[config.mk]
export PLATFORM = sky130hd
export DESIGN_NAME = pi_ratio_div
export DESIGN_NICKNAME = d
export VERILOG_FILES = /design/src/rtl/pi_ratio_div.sv
export SDC_FILE = /design/constraint.sdc
export NUM_CORES = 1
export LEC_CHECK = 0
export CORE_ASPECT_RATIO = 2
export CORE_MARGIN = 4
export CORE_UTILIZATION = 52
export CTS_CLUSTER_SIZE = 20
export DETAILED_ROUTE_END_ITERATION = 10
export PLACE_DENSITY = 0.77
export SKIP_LAST_GASP = 1
export SYNTH_ARGS = -nofsm -noshare
export SYNTH_HDL_FRONTEND = slang
export SYNTH_SLANG_ARGS = --single-unit
[constraint.sdc]
create_clock -name clk -period 2.7 [get_ports clk]
set_clock_uncertainty 0.15 [all_clocks]
set_input_delay 0.405 -clock clk [delete_from_list [all_inputs] [get_ports clk]]
set_output_delay 0.405 -clock clk [all_outputs]
set_load 0.01 [all_outputs]
[src/rtl/pi_ratio_div.sv]
// Divides the in-circle hit count by the sample count to produce pi ~= 4*count/total
// as unsigned Q3.FRAC, using a restoring divider that retires one quotient bit per clock.
module pi_ratio_div #(
   parameter int CW   = 20,
   parameter int FRAC = 16
) (
   input  logic            clk,
   input  logic            rst_n,
   input  logic            start,
   input  logic [CW-1:0]   count_in,
   input  logic [CW-1:0]   total,
   output logic            busy,
   output logic            done,
   output logic [FRAC+2:0] pi_q,
   output logic            err
);

   localparam int QW    = FRAC + 3;
   localparam int DW    = CW + FRAC + 2;
   localparam int ITER  = DW;
   localparam int CNT_W = $clog2(ITER);
   localparam logic [CNT_W-1:0] CNT_LAST = CNT_W'(ITER - 1);

   typedef enum logic [1:0] {S_IDLE, S_DIV, S_FIN} state_e;

   state_e          state_q, state_d;
   logic [DW-1:0]   dvd_q, dvd_d;
   logic [CW-1:0]   dvs_q, dvs_d;
   logic [CW-1:0]   rem_q, rem_d;
   logic [QW-1:0]   quo_q, quo_d;
   logic [CNT_W-1:0] cnt_q, cnt_d;
   logic            bad_q, bad_d;
   logic [QW-1:0]   pi_res_q, pi_res_d;
   logic            err_q, err_d;
   logic            done_q, done_d;

   // After each step the remainder is below the divisor, so CW bits hold it;
   // only the freshly shifted value needs the extra top bit.
   logic [CW:0]     rem_sh;
   logic            q_bit;
   logic [CW-1:0]   rem_sub;

   assign rem_sh  = {rem_q, dvd_q[DW-1]};
   assign q_bit   = (rem_sh >= {1'b0, dvs_q});
   assign rem_sub = rem_sh[CW-1:0] - dvs_q;

   always_comb begin
      state_d  = state_q;
      dvd_d    = dvd_q;
      dvs_d    = dvs_q;
      rem_d    = rem_q;
      quo_d    = quo_q;
      cnt_d    = cnt_q;
      bad_d    = bad_q;
      pi_res_d = pi_res_q;
      err_d    = err_q;
      done_d   = 1'b0;
      case (state_q)
         S_IDLE: begin
            if (start) begin
               if ((total == '0) || (count_in > total)) begin
                  bad_d   = 1'b1;
                  state_d = S_FIN;
               end else begin
                  dvd_d   = {count_in, {(FRAC+2){1'b0}}};
                  dvs_d   = total;
                  rem_d   = '0;
                  quo_d   = '0;
                  cnt_d   = '0;
                  bad_d   = 1'b0;
                  state_d = S_DIV;
               end
            end
         end
         S_DIV: begin
            // Quotient never exceeds 4.0, so only its low QW bits are kept.
            rem_d = q_bit ? rem_sub : rem_sh[CW-1:0];
            dvd_d = dvd_q << 1;
            quo_d = {quo_q[QW-2:0], q_bit};
            cnt_d = cnt_q + 1'b1;
            if (cnt_q == CNT_LAST) begin
               state_d = S_FIN;
            end
         end
         S_FIN: begin
            done_d   = 1'b1;
            pi_res_d = bad_q ? '1 : quo_q;
            err_d    = bad_q;
            state_d  = S_IDLE;
         end
         default: state_d = S_IDLE;
      endcase
   end

   always_ff @(posedge clk or negedge rst_n) begin
      if (!rst_n) begin
         state_q  <= S_IDLE;
         dvd_q    <= '0;
         dvs_q    <= '0;
         rem_q    <= '0;
         quo_q    <= '0;
         cnt_q    <= '0;
         bad_q    <= 1'b0;
         pi_res_q <= '0;
         err_q    <= 1'b0;
         done_q   <= 1'b0;
      end else begin
         state_q  <= state_d;
         dvd_q    <= dvd_d;
         dvs_q    <= dvs_d;
         rem_q    <= rem_d;
         quo_q    <= quo_d;
         cnt_q    <= cnt_d;
         bad_q    <= bad_d;
         pi_res_q <= pi_res_d;
         err_q    <= err_d;
         done_q   <= done_d;
      end
   end

   assign busy = (state_q != S_IDLE);
   assign done = done_q;
   assign pi_q = pi_res_q;
   assign err  = err_q;

endmodule

# Yosys cells after proc, flatten, opt, wreduce, memory -nomap -nowiden
# Cells that the tools add are included.
dict set report op_classes {
  magnitude_cmp 2
  bitwise_logic 1
  n_mux 20
  div 0
  eq_ne 6
  n_addsub 2
  n_reduce_logical 9
  mul 0
  shift 0
}
# op n
set ops {}
lappend ops {{38-bit two-way mux} 2}
lappend ops {{38-bit case mux with 2 select lines} 1}
lappend ops {{20-bit two-way mux} 3}
lappend ops {{19-bit two-way mux} 3}
lappend ops {{20-bit case mux with 2 select lines} 1}
lappend ops {{19-bit case mux with 2 select lines} 1}
lappend ops {{21-bit by 20-bit >= comparator with 1-bit output} 1}
lappend ops {{20-bit > comparator} 1}
lappend ops {{20-bit zero test} 1}
lappend ops {{20-bit subtractor} 1}
lappend ops {{6-bit two-way mux} 2}
lappend ops {{6-bit case mux with 2 select lines} 1}
lappend ops {{6-bit by 1-bit adder with 6-bit output (second input constant)} 1}
lappend ops {{6-bit equality test (second input constant)} 1}
lappend ops {{2-bit two-way mux} 3}
lappend ops {{2-bit inequality test (second input constant)} 3}
lappend ops {{3-bit AND reduction} 2}
lappend ops {{2-bit case mux with 2 select lines} 1}
lappend ops {{2-bit AND reduction} 2}
lappend ops {{2-bit nonzero test} 2}
lappend ops {{2-bit by 1-bit equality test with 1-bit output (second input constant)} 1}
lappend ops {{2-bit equality test (second input constant)} 1}
lappend ops {{2-bit zero test} 1}
lappend ops {{1-bit two-way mux} 2}
lappend ops {{other kinds (2)} 2}
dict set report totals {
  mem_bits_ro 0
  out_inout_bits 22
  mem_bits_rw 0
  mem_count 0
  regBits 127
  latchBits 0
}

# Depth between registers and ports, before layout
# Gate-level depths: netlist of run 1.
dict set report depth {
  depth_word 5
  mapped_depth 13
  ltp_nobuf 11
}

# Worst setup path before layout of run 1
# OpenSTA, ideal clock, no wires.
dict set report synth_path {
  path_type {register -> register}
  start {register dvs_q[1]}
  end {register rem_q[16]}
  synth_period_minus_slack_ns 2.645
  setup_time_ns 0.090
  t_arrival_ns 2.406
  t_required_ns 2.460
  stages_incl_launch_ff 13
  slack_ns 0.055
  path_cell_list {dfrtp_1 -> inv_1 -> ha_1 -> nor2b_1 -> o31a_1 -> o21ai_2 -> a21oi_2 -> a41o_1 -> a31o_1 -> buf_6 -> buf_12 -> o21a_1 -> o31ai_4}
}
dict set report synth_via {
  elab_chain_len 3
  elab_cells_between_ends 4
  classes_between {1 x add/sub; 1 x order compare; 2 x mux}
}
# item line_no
set synth_rtl {}
lappend synth_rtl {{start: declaration} 28} ;# logic [CW-1:0] dvs_q, dvs_d;
lappend synth_rtl {{start signal: assignment} 110} ;# dvs_q <= dvs_d;
lappend synth_rtl {{20-bit subtractor / 21-bit by 20-bit >= comparator with 1-bit output (equally long branches)} {45, 44}}
lappend synth_rtl {{20-bit two-way mux (*)} 77} ;# rem_d = q_bit ? rem_sub : rem_sh[CW-1:0];
lappend synth_rtl {{20-bit case mux with 2 select lines (*)} 58} ;# case (state_q)
lappend synth_rtl {{end signal: assignment} 111} ;# rem_q <= rem_d;
lappend synth_rtl {{end: declaration} 29} ;# logic [CW-1:0] rem_q, rem_d;
# Mark *: on every way between the ends. The rest lies on a longest branch, timed or not.
# A chain may end at the register's enable or synchronous reset.

# Worst setup path after layout of run 1
dict set report layout_path {
  start {input total[14]}
  end {register dvs_q[12]}
}
dict set report layout_via {
  elab_chain_len 4
  elab_cells_between_ends 5
  classes_between {1 x order compare; 1 x bitwise; 3 x reduce/logical}
}
# item line_no
set layout_rtl {}
lappend layout_rtl {{start: declaration} 11} ;# input logic [CW-1:0] total,
lappend layout_rtl {{20-bit > comparator / 20-bit zero test (equally long branches)} 61} ;# if ((total == '0) || (count_in > total)) begin
lappend layout_rtl {{1-bit logical OR (*)} 61}
lappend layout_rtl {{1-bit inverter (no line) (*)} n/a}
lappend layout_rtl {{3-bit AND reduction (no line) (*)} n/a}
# Marked as above.

==> results of run 1 <==
[critical path: stages]
cell           delay [ns]
dlygate4sd2_1        0.25
inv_1                0.10
ha_4                 0.27
nand4_1              0.20
buf_4                0.21
nor3_1               0.31
a221oi_2             0.13
nand3b_1             0.16
buf_4                0.13
a21oi_2              0.06
and3_4               0.23
buf_6                0.15
o21ai_0              0.31
[worst max path at each step]
stage,slack [ns],depth (start not counted),end
finish,-0.14,13,dvs_q[12]
global route,-0.21,12,dvs_q[12]
CTS,-0.04,11,rem_q[16]
detailed placement,-0.52,12,rem_q[9]
global placement,-0.48,11,state_q[0]
floorplan,0.05,12,rem_q[16]
[layout make-up]
cell class,count,area (µm²)
multi-input cells,476,3490
fillers,743,3310
flip-flops and latches,109,2730
repair buffers,161,1490
clock buffers,9,225
inverters,50,188
well taps,145,181
clock inverters,7,83.8
[timing repair]
item / 4_1_cts / 5_1_grt
cloned: 1 / 2
endpoints found under the setup margin: 87 / 87
pin swaps: 21 / 37
buffers inserted: 8 / 16
hold buffers: 1 / 0
gates resized for setup: 44 / 100
hold endpoints to repair: 27 / 0
[power by group through the flow]
stage	clock network [W]	logic (W)	registers [W]
6_report	0.00137	0.00674	0.00282
5_1_grt	0.00145	0.00723	0.00290
4_1_cts	0.00139	0.00562	0.00277
3_5_place_dp	0	0.00541	0.00280
3_3_place_gp	0	0.00517	0.00275
2_1_floorplan	0	0.00373	0.00271
[cells in the mapped netlist (2+ instances only)]
master      n
nand3_1    18
clkbuf_1   20
xnor2_1     9
buf_2       9
mux2_2      2
xor2_1      6
buf_6       2
dfrtp_1   109
o21a_1      6
and4_1      2
inv_1      50
o211ai_2    4
a221oi_1    2
nand2_1   100
nor2_1     39
ha_1       42
a21o_1      6
a21oi_1    30
and3_1      5
nand4_1     7
nor4_1      7
buf_4       2
o21ai_1    23
a22o_1     20
nand2b_1    3
nor2_2      2
o21bai_1    2
nor2b_1     6
o31ai_1     2
mux2i_1    32
a31oi_1     2
o21ai_0    63
nor3_1      8
[stage by stage]
step / cell area [µm²] / std cells / TNS [ns] / power, W / worst slack, ns
2_1_floorplan: 6190 / 670 / 0 / 0.00644 / 0.0546
3_3_place_gp: 7430 / 913 / -38.32 / 0.00792 / -0.477
3_5_place_dp: 7430 / 913 / -41.60 / 0.00821 / -0.523
4_1_cts: 7870 / 939 / -0.109 / 0.00977 / -0.0431
5_1_grt: 8390 / 957 / -3.91 / 0.0116 / -0.207
6_report: 8390 / 957 / -0.731 / 0.0109 / -0.142
[logic make-up after synthesis]
kind of cell             after synthesis
flip-flops                           109
adder cells (fa/ha/maj)               43
multiplexers                          34
AND/OR/NAND/NOR                      204
buffers and inverters                 85
XOR/XNOR                              15
AO/OA/AOI/OAI                        180
[routing by layer]
| layer | global-route usage, % | share of wire (%) | vias to the layer above |
|---|---|---|---|
| met5 | 0 | 0 | - |
| met3 | 4.21 | 6.2 | 138 |
| met1 | 27.3 | 33 | 2857 |
| li1 | - | - | 2615 |
| met2 | 48.1 | 52 | 314 |
| met4 | 14.5 | 8.1 | 0 |
[sequential cells by signal, summed over array words and instances, names as in the netlist]
signal and cells:
pi_q 19, dvs_q 20, quo_q 19, cnt_q 6, rem_q 20, done 1, bad_q 1, state_q 2
err 1, dvd_q 20
==> results.tsv, run 1 <==
stage	metric	value	unit
run_status	status	finished with violations	
run_status	failing checks	negative setup slack	
clock_tree	CTS tree	yes	
floorplan	row count	56	
sta	post-route clock period utilization	105	%
logic_synthesis	Yosys warning count	0	
routing	Pre-antenna DRT Iters	6	
floorplan	Core ar.	11700	µm²
logic_synthesis	Mapped Cells	670	
sta	min cycle time layout	2.84	ns
sta	# setup viols final	27	
flow_run	Maximum Capacitance Violations	0	
clock_tree	CTS sink cnt	109	
sta	RSZ-0062 raised after global routing	true	
sta	Worst Tran Pin Value	0.668	ns
hold_path	Hold Crit Class	input port to flip-flop	
placed_design	placed wire-length estimate	12.5	mm
setup_path	CP max FO	15	
power_and_ir_drop	share of power burned in registers	25.8	%
logic_synthesis	share of Yosys cell area claimed by the top area cell type	44.0	%
logic_synthesis	XOR/XNOR Fraction of Synth Area	2.12	%
sta	final max-slew violation count	0	
clock_tree	CTS buffer count	9	
logic_synthesis	number of flops mapped to enable cells by yosys	0	
sta	Final Hold Violating Endpoints	0	
power_and_ir_drop	Comb power frac	61.7	%
cells_and_area	commonest non-fill, non-tap cells in the layout	dfrtp_1, nand2_1, buf_4	
power_and_ir_drop	Pwr per Cell Area	1300	nW/µm²
cells_and_area	Nets	893	
logic_synthesis	Synth Area in Compound Gates	18.7	%
logic_synthesis	Seq/Total Area, Yosys	44.0	%
grt	GRT overflow	0	
grt	gr usage total	26.1	%
logic_synthesis	synth top area cells	dfrtp_1, ha_1, nand2_1	
clock_tree	Clock Latency Late Sink	0.36	ns
setup_path	worst path arrival time	2.93	ns
logic_synthesis	adder-cell share of the synthesized area	8.81	%
setup_path	reg2reg setup slack	-0.01	ns
setup_path	RR Startpoint	dvs_q[1]	
logic_synthesis	synthesized flop and latch total	109	
cells_and_area	area grow syn2layout	35.5	%
power_and_ir_drop	VDD IR max	0.000927	V
routing	Post-DRT Antenna Nets	0	
placed_design	port buffer count	64	
logic_synthesis	post-synth top area cell	dfrtp_1	
floorplan	die width	85.2	µm
routing	DRC violations left	0	
hold_path	Hold Path Stages	3	
setup_path	Crit Path Category	input port to flip-flop	
floorplan	# IOs	65	
logic_synthesis	post-synthesis mux area share	5.54	%
hold_path	Hold Path End	dvs_q[10]	
logic_synthesis	main combinational cell family by area after synthesis	compound AO/OA/AOI/OAI gates	
logic_synthesis	ys flop type	dfrtp_1	
routing	initial drt markers	374	
floorplan	Initial Util	52.9	%
logic_synthesis	simple-gate portion of the synthesized area	14.8	%
logic_synthesis	Mean Syn Cell Area	9.24	µm²
cells_and_area	layout cell share with drive strength beyond 1	23.9	%
setup_path	Startpoint Class	input port	
placed_design	Final Wtd Congestion	1.03	
hold_path	Hold Crit Start	total[10]	
cells_and_area	commonest non-fill, non-tap cell in the layout	dfrtp_1	
grt	initial antenna violation count	0	
clock_tree	clock root cell	clkbuf_16	
logic_synthesis	Yosys cell types	63	
power_and_ir_drop	Sw Pwr	0.00485	W
routing	average wire per standard cell	21.0	µm
clock_tree	H-tree depth	3	
setup_path	WP data required	2.79	ns
floorplan	die extent in y	162	µm
clock_tree	Clock Pin Slew Worst Setup and Hold Paths	0.09	ns
routing	Vias	5924	
routing	WL final	20.1	mm
setup_path	Crit. End Element	flip-flop	
power_and_ir_drop	switch share	44.3	%
grt	first-pass GRT wire length	28.7	mm
cells_and_area	final core utilization	71.7	%
sta	Slew HR	55.5	%
setup_path	worst setup path startpoint	total[14]	
grt	largest net degree at the start of global routing	63	
sta	Hold Slack	0.220	ns
logic_synthesis	Syn Nets	756	
power_and_ir_drop	leakage	3.97	nW
grt	vias in the first global route	5996	
power_and_ir_drop	P_int	0.00609	W
cells_and_area	ANT cells	0	
setup_path	FF-to-FF End	rem_q[15]	
floorplan	DIE AREA	13800	µm²
routing	Vias/cell	6.19	
sta	setup slack after layout	-0.142	ns
logic_synthesis	Cell Area, Synth	6190	µm²
logic_synthesis	post-synthesis async set-or-reset flop share	100	%
sta	FMAX	0.352	GHz
setup_path	worst r2r path cells	12	
clock_tree	clock tree buffer depth	2	
power_and_ir_drop	clock power share	12.5	%
Note: power is estimated with default switching activity, not from simulation.
==> run 2, diff against run 1 <==
--- a/config.mk
+++ b/config.mk
@@ -11,6 +11,7 @@
 export CTS_CLUSTER_SIZE = 20
 export DETAILED_ROUTE_END_ITERATION = 10
 export PLACE_DENSITY = 0.77
+export SETUP_SLACK_MARGIN = 0.2
 export SKIP_LAST_GASP = 1
 export SYNTH_ARGS = -nofsm -noshare
 export SYNTH_HDL_FRONTEND = slang
==> constraint.sdc (replaced) <==
create_clock -name clk -period 2.7 [get_ports clk]
set_clock_uncertainty 0.15 [all_clocks]
set_input_delay 0.405 -clock clk [delete_from_list [all_inputs] [get_ports clk]]
set_output_delay 0.405 -clock clk [all_outputs]
set_load 0.02 [all_outputs]
==> run 2 against run 1 <==
Effect of this change: the flow still finishes with violations (negative setup slack); clock-buffer cell count increased by 1; combinational power increased by 26%; highest routed layer unchanged; final cell count increased by 2.0%; via count increased by 8.2%; final area increased by 10%; global-route usage increased by 3.8 points; clock power increased by 5%.
==> results.tsv, run 2 (synthesized netlist as in run 1, its figures left out) <==
stage	metric	value	unit	change
floorplan	die extent in y	162	µm	unchanged
placed_design	dpl cells	911		was 913
floorplan	Core ar.	11700	µm²	unchanged
setup_path	Crit Path Category	input port to flip-flop		unchanged
floorplan	DIE AREA	13800	µm²	unchanged
placed_design	port buffer count	64		unchanged
grt	gr usage total	29.8	%	was 26.1%
cells_and_area	non-filler cells, final	976		was 957
setup_path	RR Startpoint	dvs_q[17]		was dvs_q[1]
grt	vias in the first global route	6279		was 5996
clock_tree	H-tree depth	3		unchanged
sta	min cycle time layout	2.82	ns	was 2.84 ns
grt	largest net degree at the start of global routing	53		was 63
cells_and_area	layout cell share with drive strength beyond 1	39.9	%	was 23.9%
run_status	failing checks	negative setup slack		unchanged
floorplan	die width	85.2	µm	unchanged
clock_tree	Clock Latency Late Sink	0.36	ns	about the same
grt	initial antenna violation count	1		was 0
routing	initial drt markers	589		was 374
power_and_ir_drop	clock power share	11.1	%	was 12.5%
routing	Vias/cell	6.57		was 6.19
clock_tree	CTS sink cnt	109		unchanged
hold_path	Hold Crit Class	input port to flip-flop		unchanged
routing	average wire per standard cell	25.7	µm	was 21.0 µm
power_and_ir_drop	Pwr per Cell Area	1400	nW/µm²	was 1300 nW/µm²
cells_and_area	commonest non-fill, non-tap cell in the layout	dfrtp_1		unchanged
setup_path	Startpoint Class	input port		unchanged
cells_and_area	commonest non-fill, non-tap cells in the layout	dfrtp_1, buf_4, nand2_1		was dfrtp_1, nand2_1, buf_4
clock_tree	CTS tree	yes		unchanged
hold_path	Hold Path Stages	3		unchanged
routing	Post-DRT Antenna Nets	0		unchanged
sta	Slew HR	48.6	%	was 55.5%
floorplan	Initial Util	52.9	%	unchanged
placed_design	placed wire-length estimate	12.7	mm	was 12.5 mm
setup_path	WP data required	2.77	ns	was 2.79 ns
hold_path	Hold Path End	dvd_q[33]		was dvs_q[10]
setup_path	CP max FO	8		was 15
sta	Worst Tran Pin Value	0.771	ns	was 0.668 ns
floorplan	row count	56		unchanged
power_and_ir_drop	VDD IR max	0.000815	V	was 0.000927 V
sta	final max-slew violation count	0		unchanged
sta	RSZ-0062 raised after global routing	true		unchanged
power_and_ir_drop	share of power burned in registers	22.9	%	was 25.8%
routing	Vias	6411		was 5924
hold_path	Hold Crit Start	count_in[15]		was total[10]
sta	# setup viols final	11		was 27
floorplan	# IOs	65		unchanged
placed_design	worst slack at placement	-0.595	ns	was -0.523 ns
sta	Post-Route Setup TNS	-0.254	ns	was -0.731 ns
setup_path	worst r2r path cells	12		unchanged
grt	first-pass GRT wire length	32.1	mm	was 28.7 mm
routing	DRC violations left	0		unchanged
cells_and_area	fillers	563		was 743
cells_and_area	area grow syn2layout	49.2	%	was 35.5%
setup_path	Crit. End Element	flip-flop		unchanged
clock_tree	CTS buffer count	9		unchanged
clock_tree	clock root cell	clkbuf_16		unchanged
setup_path	CP max-delay cell	or4_1		was nor3_1
setup_path	critical path cell sequence	buf_2 -> inv_2 -> ha_4 -> nand4_1 -> or4_1 -> a21oi_1 -> nand3b_1 -> buf_4 -> a21oi_2 -> and3_4 -> clkbuf_16 -> o21ai_1		was dlygate4sd2_1 -> inv_1 -> ha_4 -> nand4_1 -> buf_4 -> nor3_1 -> a221oi_2 -> nand3b_1 -> buf_4 -> a21oi_2 -> and3_4 -> buf_6 -> o21ai_0
power_and_ir_drop	Sw Pwr	0.00586	W	was 0.00485 W
clock_tree	clock tree buffer depth	2		unchanged
routing	Pre-antenna DRT Iters	6		unchanged
power_and_ir_drop	switch share	45.4	%	was 44.3%
power_and_ir_drop	Comb power frac	66.0	%	was 61.7%
cells_and_area	Nets	911		was 893
sta	FMAX	0.355	GHz	was 0.352 GHz
sta	Final Hold Violating Endpoints	0		unchanged
flow_run	Maximum Capacitance Violations	0		unchanged
setup_path	slowest stage delay, CP	0.53	ns	was 0.31 ns
setup_path	FF-to-FF End	rem_q[0]		was rem_q[15]
cells_and_area	Largest regs	dvd_q (20), dvs_q (20), rem_q (20)		unchanged
sta	setup slack after layout	-0.118	ns	was -0.142 ns
power_and_ir_drop	leakage	4.31	nW	was 3.97 nW
setup_path	reg2reg setup slack	-0.01	ns	about the same
power_and_ir_drop	P_int	0.00705	W	was 0.00609 W
sta	post-route clock period utilization	104	%	was 105%
grt	GRT overflow	0		unchanged
setup_path	worst path arrival time	2.89	ns	was 2.93 ns
run_status	status	finished with violations		unchanged
placed_design	Final Wtd Congestion	0.855		was 1.03
clock_tree	Clock Pin Slew Worst Setup and Hold Paths	0.08	ns	was 0.09 ns
routing	WL final	25.1	mm	was 20.1 mm
==> run 2: changes by cell type in the layout (fill, tap and decap cells not counted), moves of 7 or more <==
cell / before / now
o21ai_2: 1 / 30
clkdlybuf4s15_1: 13 / 2
nand2_4: 0 / 21
ha_4: 16 / 25
ha_1: 25 / 15
nand2_1: 100 / 66
inv_1: 40 / 27
o21ai_0: 56 / 28
buf_6: 7 / 24
buf_2: 0 / 15
inv_2: 10 / 17
nand2_2: 0 / 14
==> run 2: repair_timing <==
action                                 CTS  global route
cloned                                   5             7
endpoints found under the hold margin   31             0
setup endpoints to repair               88            87
buffers inserted                        23            12
hold buffers                             1             0
resized for setup                      237           177
pin swaps                               36            73
==> run 2: area by class of cell <==
cell class	instances	area [µm²]	area share (%)
inverter	50	208	2.25
tap	145	181	1.96
clock inverter	6	77.6	0.840
clock buffer	10	239	2.59
multi-input combinational	476	3950	42.8
timing repair buffer	179	1850	20.0
sequential	109	2730	29.5
antenna	1	2.50	0.0271
==> run 2: worst max path at each step <==
stage                    from         to  cells after the start
global route         total[7]  dvs_q[12]                     12
floorplan           rem_q[14]  rem_q[16]                     12
detailed placement  total[14]  dvd_q[22]                     11
global placement    total[14]  dvd_q[27]                     11
CTS                  rem_q[0]   rem_q[2]                     10
finish               total[7]  dvs_q[12]                     12
==> run 2: through the flow <==
stage	power, W	hold WS, ns	instance area, µm²	utilization [%]
floorplan	0.00659	-0.0406	6240	-
global placement	0.00829	0.235	7450	63.7
detailed placement	0.00852	0.239	7450	63.7
CTS	0.0110	0.194	8390	71.7
global route	0.0135	0.228	9240	79.0
finish	0.0129	0.220	9240	79.0
==> run 2: critical path: cells and delay by family <==
kind / cells / cell delay (ns)
AO/OA/AOI/OAI: 3 / 0.54
AND/OR/NAND/NOR: 4 / 1.13
buffers and inverters: 4 / 0.51
adder cells (fa/ha/maj): 1 / 0.28
==> run 2: power groups by stage <==
| stage | logic (W) | clock network [W] | registers, W |
|---|---|---|---|
| 6_report | 0.00852 | 0.00144 | 0.00295 |
| 5_1_grt | 0.00897 | 0.00149 | 0.00300 |
| 4_1_cts | 0.00684 | 0.00141 | 0.00279 |
| 3_5_place_dp | 0.00572 | 0 | 0.00280 |
| 3_3_place_gp | 0.00553 | 0 | 0.00277 |
| 2_1_floorplan | 0.00376 | 0 | 0.00283 |
==> run 2: layer usage <==
metal	global-route usage, %	share of wire (%)	up-vias
met2	55.0	52	434
met3	4.77	6.1	187
li1	-	-	2657
met5	0	0	-
met1	30.0	33	3133
met4	19.5	9.1	0
